`src/rtl/mem_client.sv`:
```
// rtl/mem_client.sv - load/store to put/get word-memory initiator with in-order response retirement
module mem_client #(
    parameter int MAX_INFLIGHT = 2
) (
    input  logic        CLK,
    input  logic        RST,
    input  logic        req_valid,
    output logic        req_ready,
    input  logic        req_is_store,
    input  logic [1:0]  req_size,
    input  logic        req_unsigned,
    input  logic [31:0] req_addr,
    input  logic [31:0] req_wdata,
    output logic        resp_valid,
    input  logic        resp_ready,
    output logic [31:0] resp_data,
    output logic        resp_err,
    output logic        mem_put_valid,
    input  logic        mem_put_ready,
    output logic [67:0] mem_put_request,
    output logic        mem_get_valid,
    input  logic        mem_get_ready,
    input  logic [67:0] mem_get_response
);

    localparam logic [2:0] MAX_CNT = 3'(MAX_INFLIGHT);
    localparam logic [1:0] LAST_PTR = 2'(MAX_INFLIGHT - 1);

    logic [2:0]  cnt;
    logic [1:0]  wr_ptr, rd_ptr;
    logic [5:0]  meta [4];
    logic [1:0]  off;
    logic        mis, out_free, err_pend, can_issue, mis_ok;
    logic        put_fire, get_fire, mis_fire;
    logic [3:0]  put_be;
    logic [31:0] put_data;
    logic [5:0]  head;
    logic [31:0] shifted, load_val;
    logic        unused_rsp;

    assign unused_rsp = ^mem_get_response[67:32];
    assign off = req_addr[1:0];

    always_comb begin
        mis = 1'b0;
        case (req_size)
            2'd0:    mis = 1'b0;
            2'd1:    mis = off[0];
            2'd2:    mis = (off != 2'd0);
            default: mis = 1'b1;
        endcase
    end

    // An outstanding error response holds back all issue so responses stay in request order.
    assign out_free  = !resp_valid || resp_ready;
    assign err_pend  = resp_valid && resp_err;
    assign can_issue = !mis && (cnt < MAX_CNT) && !err_pend;
    assign mis_ok    = mis && (cnt == 3'd0) && out_free && !err_pend;

    assign mem_put_valid = !RST && req_valid && can_issue;
    assign req_ready     = !RST && (mis ? mis_ok : (can_issue && mem_put_ready));
    assign mem_get_valid = !RST && (cnt != 3'd0) && out_free;

    assign put_fire = mem_put_valid && mem_put_ready;
    assign get_fire = mem_get_valid && mem_get_ready;
    assign mis_fire = req_valid && req_ready && mis;

    always_comb begin
        put_be   = 4'b0000;
        put_data = 32'h0;
        if (req_is_store) begin
            case (req_size)
                2'd0:    put_be = 4'b0001 << off;
                2'd1:    put_be = 4'b0011 << off;
                default: put_be = 4'b1111 << off;
            endcase
            put_data = req_wdata << {off, 3'b000};
        end
    end

    assign mem_put_request = {put_be, req_addr, put_data};

    // head = {is_store, size[1:0], unsigned, off[1:0]} of the oldest request in flight
    assign head    = meta[rd_ptr];
    assign shifted = mem_get_response[31:0] >> {head[1:0], 3'b000};

    always_comb begin
        load_val = shifted;
        case (head[4:3])
            2'd0:    load_val = head[2] ? {24'h0, shifted[7:0]}
                                        : {{24{shifted[7]}}, shifted[7:0]};
            2'd1:    load_val = head[2] ? {16'h0, shifted[15:0]}
                                        : {{16{shifted[15]}}, shifted[15:0]};
            default: load_val = shifted;
        endcase
        if (head[5]) begin
            load_val = 32'h0;
        end
    end

    function automatic logic [1:0] ptr_next(input logic [1:0] p);
        return (p == LAST_PTR) ? 2'd0 : p + 2'd1;
    endfunction

    always_ff @(posedge CLK or posedge RST) begin
        if (RST) begin
            cnt        <= 3'd0;
            wr_ptr     <= 2'd0;
            rd_ptr     <= 2'd0;
            resp_valid <= 1'b0;
            resp_err   <= 1'b0;
            resp_data  <= 32'h0;
        end else begin
            if (put_fire) begin
                wr_ptr <= ptr_next(wr_ptr);
            end
            if (get_fire) begin
                rd_ptr <= ptr_next(rd_ptr);
            end
            case ({put_fire, get_fire})
                2'b10:   cnt <= cnt + 3'd1;
                2'b01:   cnt <= cnt - 3'd1;
                default: cnt <= cnt;
            endcase
            if (get_fire) begin
                resp_valid <= 1'b1;
                resp_err   <= 1'b0;
                resp_data  <= load_val;
            end else if (mis_fire) begin
                resp_valid <= 1'b1;
                resp_err   <= 1'b1;
                resp_data  <= 32'h0;
            end else if (resp_ready) begin
                resp_valid <= 1'b0;
                resp_err   <= 1'b0;
            end
        end
    end

    always_ff @(posedge CLK) begin
        if (put_fire) begin
            meta[wr_ptr] <= {req_is_store, req_size, req_unsigned, off};
        end
    end

endmodule

```
`config.mk`:
```
export PLATFORM = sky130hd
export DESIGN_NAME = mem_client
export DESIGN_NICKNAME = d
export VERILOG_FILES = /design/src/rtl/mem_client.sv
export SDC_FILE = /design/constraint.sdc
export NUM_CORES = 1
export LEC_CHECK = 0
export CAP_MARGIN = 20
export CORE_ASPECT_RATIO = 1.2
export CORE_UTILIZATION = 40
export DETAILED_ROUTE_END_ITERATION = 8
export PLACE_DENSITY = 0.86
export RECOVER_POWER = 100
export SYNTH_ARGS = -nofsm -noshare
export SYNTH_HDL_FRONTEND = slang
export SYNTH_SLANG_ARGS = --single-unit
```
`constraint.sdc`:
```
create_clock -name CLK -period 4.55 [get_ports CLK]
set_clock_uncertainty 0.15 [all_clocks]
set_input_delay 1.1375 -clock CLK [delete_from_list [all_inputs] [get_ports CLK]]
set_output_delay 1.1375 -clock CLK [all_outputs]
set_load 0.01 [all_outputs]
```
# After elaboration in Yosys (flattened, before gate mapping)
# Memory sizes are Yosys's and may differ from the RTL's.
# Cells that the tools add are included.
# W data, S select, Z words.
# totals
inputBits,142
word_cells,73
mem_count,1
regBits,41
output_inout_bits,105
mem_bits_rw,24
# classes
shifts,5
eq_ne,7
reduce_logical,29
n_mux,20
n_addsub,4
magnitude_cmp,1
# mem_list
name,words,width,rd,rd_ports_with_merged_regs,write_ports,line_no,rtl
meta,4,6,1,0,1,31,logic [5:0] meta [4];
# ops
cell,n
$mux W32,6
$pmux W32 S2,1
$shl A32 B5 Y32,1
$shr A32 B5 Y32,1
$logic_and A1 B1 Y1,16
$eq A2 B1 Y1 const B,5
$pmux W4 S2,1
$mux W1,7
$pmux W3 S2,1
$reduce_bool A2 Y1,3
$reduce_bool A3 Y1,2
$add A2 B1 Y2 const B,2
$eq A2 B2 Y1 const B,2
$logic_not A1 Y1,4
$logic_not A2 Y1,2
$mux W2,2
$mux W4,1
$shl A1 B2 Y4 const A,1
$shl A2 B2 Y4 const A,1
$shl A4 B2 Y4 const A,1
$add A3 B1 Y3 const B,1
$logic_not A3 Y1,1
$lt A3 B2 Y1 const B,1
$pmux W1 S3,1
2 further kinds,2

# Depth between registers and ports, before layout
# logic_depth
word_depth,12
ltp_mapped,10
ltp_nobuf,10

# Least setup slack after synthesis
# Ideal clock, no wire load.
# synth_path
path_type,in2out
startpoint,input port req_addr[0]
endpoint,output port mem_put_request[24]
required_time_ps,3263
cell_stages,5
arrival_time_ps,2424
slack_ps,839
cell_sequence,clkbuf_1 -> clkbuf_1 -> mux2i_1 -> nand2_1 -> o211a_1
# synth_via
elab_chain_cells,2
# synth_lines
element,line_no,rtl
"start, declared",12,"input logic [31:0] req_addr,"
$shl A32 B5 Y32,77,"put_data = req_wdata << {off, 3'b000};"
$mux W32,71,if (req_is_store) begin
"end, declared",20,"output logic [67:0] mem_put_request,"
# Every way passes these cells.

# Worst setup path after layout
# layout_path
startpoint,input port req_addr[0]
endpoint,output port mem_put_request[27]
# The elaborated chain is that of the path after synthesis.

==> flow_metrics.py <==
metrics = {
    "placement": {
        "hpwl_um": 8525,
        "dp.cells": 590,
        "dpl_cell_area_sq_mm": 0.005401,
        "gp_congestion": 0.8045,
        "port_buffers": 150,
    },
    "finish": {
        "area_growth_pct": 42.09,
        "finish.utilization": 0.5887,
        "drive_gt1_frac": 0.09317,
        "final_cell_mix": "82 x clkdlybuf4s50_1, 68 x dlygate4sd3_1, 41 x dfrtp_1",
        "fillers": 810,
        "diodes": 0,
        "postLayoutCellArea_sq_mm": 0.005630,
        "layoutNonFillerInstCount": 606,
        "nNetsFinal": 622,
        "final_common_cell": "clkdlybuf4s50_1",
    },
    "clock_network": {
        "htreeDepth": 3,
        "cts.hold.buffers_added": 0,
        "root_buffer": "clkbuf_16",
        "tritoncts": "done",
        "cts.sink_count": 65,
        "postCtsSetupBuffers": 0,
        "clockBufferDepth": 2,
        "clk_pin_slew_ns": 0.05,
        "insertion_delay_ns": 0.32,
        "cts_buffers": 9,
    },
    "floorplanning": {
        "dieArea_sq_mm": 0.01031,
        "start_util": 0.4143,
        "die_w_um": 92.86,
        "die_y_um": 111.0,
        "core_area_sq_mm": 0.009564,
        "rows": 39,
        "num_io_pins": 247,
    },
    "yosys": {
        "synth.distinct_cells": 45,
        "ys_seq_area_frac": 0.4408,
        "synthFlopType": "dfrtp_1",
        "synth_cells": 357,
        "synth_fp_nets": 501,
        "synth_edf_count": 24,
        "synth-seq-cells": 65,
        "syn_area_sq_mm": 0.003963,
        "synthArstFlopShare": 0.6308,
        "syn_area_per_cell_sq_um": 11.10,
        "yosysWarnings": 0,
    },
    "global_routing": {
        "antenna_found_initial": 0,
        "grt_overflow": 0,
        "grt_pass1_wl_um": 17860,
        "track_usage": 0.2259,
        "grt_max_degree": 42,
        "grt_pass1_vias": 3447,
    },
    "power": {
        "total_power_mw": 2.362,
        "leakage_nw": 2.479,
        "power_density_mw_per_mm2": 419.6,
        "peakVddDrop_uv": 195.6,
    },
    "hold_path": {
        "hold_path.class": "reg2reg",
    },
    "routing": {
        "drtPass1Iterations": 4,
        "viasPerCell": 5.680,
        "drt-wirelength-per-cell_um": 19.22,
        "wl_met3_um": 1162,
        "routed-via-count": 3442,
        "wl_met1_um": 4355,
        "ant_nets": 0,
        "wl_met2_um": 5805,
        "dr.max_layer_used": "met4",
        "post-route-drc-count": 0,
        "drt_iter0_drc": 123,
        "wl_um": 11650,
    },
    "sta": {
        "worst_pin_slew_ns": 2.245,
        "period_needed_ns": 4.457,
        "hold_viol": 0,
        "fin_setup_tns_ns": 0,
        "period_share": 0.9795,
        "rsz0062_at_grt": "false",
        "timing.slew.headroom": -0.4965,
        "fmax_ghz": 0.2244,
        "setup_viol": 0,
        "drv_slew": 42,
    },
    "outcome": {
        "violations": "capacitance limit, slew limit",
        "outcome": "finished with violations",
    },
    "critical_path": {
        "start_kind": "primary input",
        "end_kind": "primary output",
        "cpMostUsedCell": "dlygate4sd3_1",
        "path_class": "in2out",
        "cp.required_ns": 3.26,
        "cp_cell_sequence": "dlygate4sd3_1 -> buf_12 -> mux2_2 -> o211a_1 -> dlygate4sd3_1",
        "critical-path-top-delay-family": "buffers and inverters",
        "cp_max_fo": 34,
        "cp_slowest_cell": "dlygate4sd3_1",
        "cp.arrival_ns": 3.17,
        "slowest_delay_ns": 0.61,
        "cp_num_buf_inv": 3,
    },
    "flow_run": {
        "cap_violations": 2,
    },
}
synth_stat cells (all sizes together) (8+ instances only):
| cell | count | share of area |
|---|---|---|
| edfxtp | 24 | 0.18 |
| o21ai | 16 | 0.020 |
| a221o | 16 | 0.040 |
| buf | 42 | 0.077 |
| o211a | 9 | 0.025 |
| nand2 | 32 | 0.030 |
| nor2 | 18 | 0.017 |
| mux2i | 35 | 0.093 |
| a22o | 8 | 0.018 |
| clkbuf | 15 | 0.014 |
| and2 | 17 | 0.027 |
| dfrtp | 41 | 0.26 |
| mux2 | 16 | 0.045 |
| a22oi | 8 | 0.015 |
flip-flops by register name (all words and copies together), names as in the netlist:
signal      count
resp_data      32
meta           24
cnt             3
rd_ptr          2
wr_ptr          2
resp_err        1
resp_valid      1
metrics by stage:
stage                     setup slack (ns)  hold WS [ns]
after global placement              0.2645        0.3380
after detailed placement            0.1266        0.3402
final                              0.09334        0.3520
after global routing               0.04717        0.3603
after floorplan                     0.8386        0.3094
after CTS                           0.1259        0.3600
final timing paths:
check                                  start             endpoint  slack (ns)  cells after the start
min in group asynchronous                RST           resp_valid        1.90                      3
worst max register to register     rd_ptr[0]        resp_data[25]        1.48                      5
worst min-delay path            resp_data[1]         resp_data[1]        0.35                      1
worst min register to register  resp_data[1]         resp_data[1]        0.35                      1
max in group asynchronous                RST         resp_data[9]        1.06                      3
worst max-delay path             req_addr[0]  mem_put_request[27]        0.09                      5
layer usage:
metal / up-vias / global-route usage
met5: - / 0
met4: 0 / 0.08205
met3: 25 / 0.07133
met2: 219 / 0.3873
met1: 1667 / 0.2616
li1: 1531 / -
kinds of logic (layout without fill, tap and decap cells):
logic type / count (synthesis) / after routing / synth area share
adder cells (fa/ha/maj): 2 / 2 / 0.008209
AND/OR/NAND/NOR: 89 / 89 / 0.1108
buffers and inverters: 63 / 189 / 0.09725
multiplexers: 57 / 57 / 0.1759
XOR/XNOR: 5 / 5 / 0.01105
flip-flops: 65 / 65 / 0.4408
AO/OA/AOI/OAI: 76 / 76 / 0.1560
power by group:
group          internal [mW]  leakage, nW  total [mW]  switching [mW]
Clock                  0.363        0.120       0.599           0.236
Sequential             0.750        0.755       0.857           0.107
Combinational          0.484         1.60       0.906           0.422
Total                   1.60         2.48        2.36           0.766
area by class of cell:
type / count / area (sq um) / share of cell area
clock inverter: 6 / 35.03 / 0.006222
tap: 123 / 153.9 / 0.02733
timing repair buffer: 167 / 1612 / 0.2862
sequential: 65 / 1747 / 0.3102
inverter: 6 / 22.52 / 0.004000
clock buffer: 10 / 229.0 / 0.04067
multi-input combinational: 229 / 1832 / 0.3253
repair_timing:
item,4_1_cts,5_1_grt
resized for setup,0,1
endpoints found under the setup margin,0,1
hold endpoints to repair,0,0
Note: power is estimated with default switching activity, not from simulation.
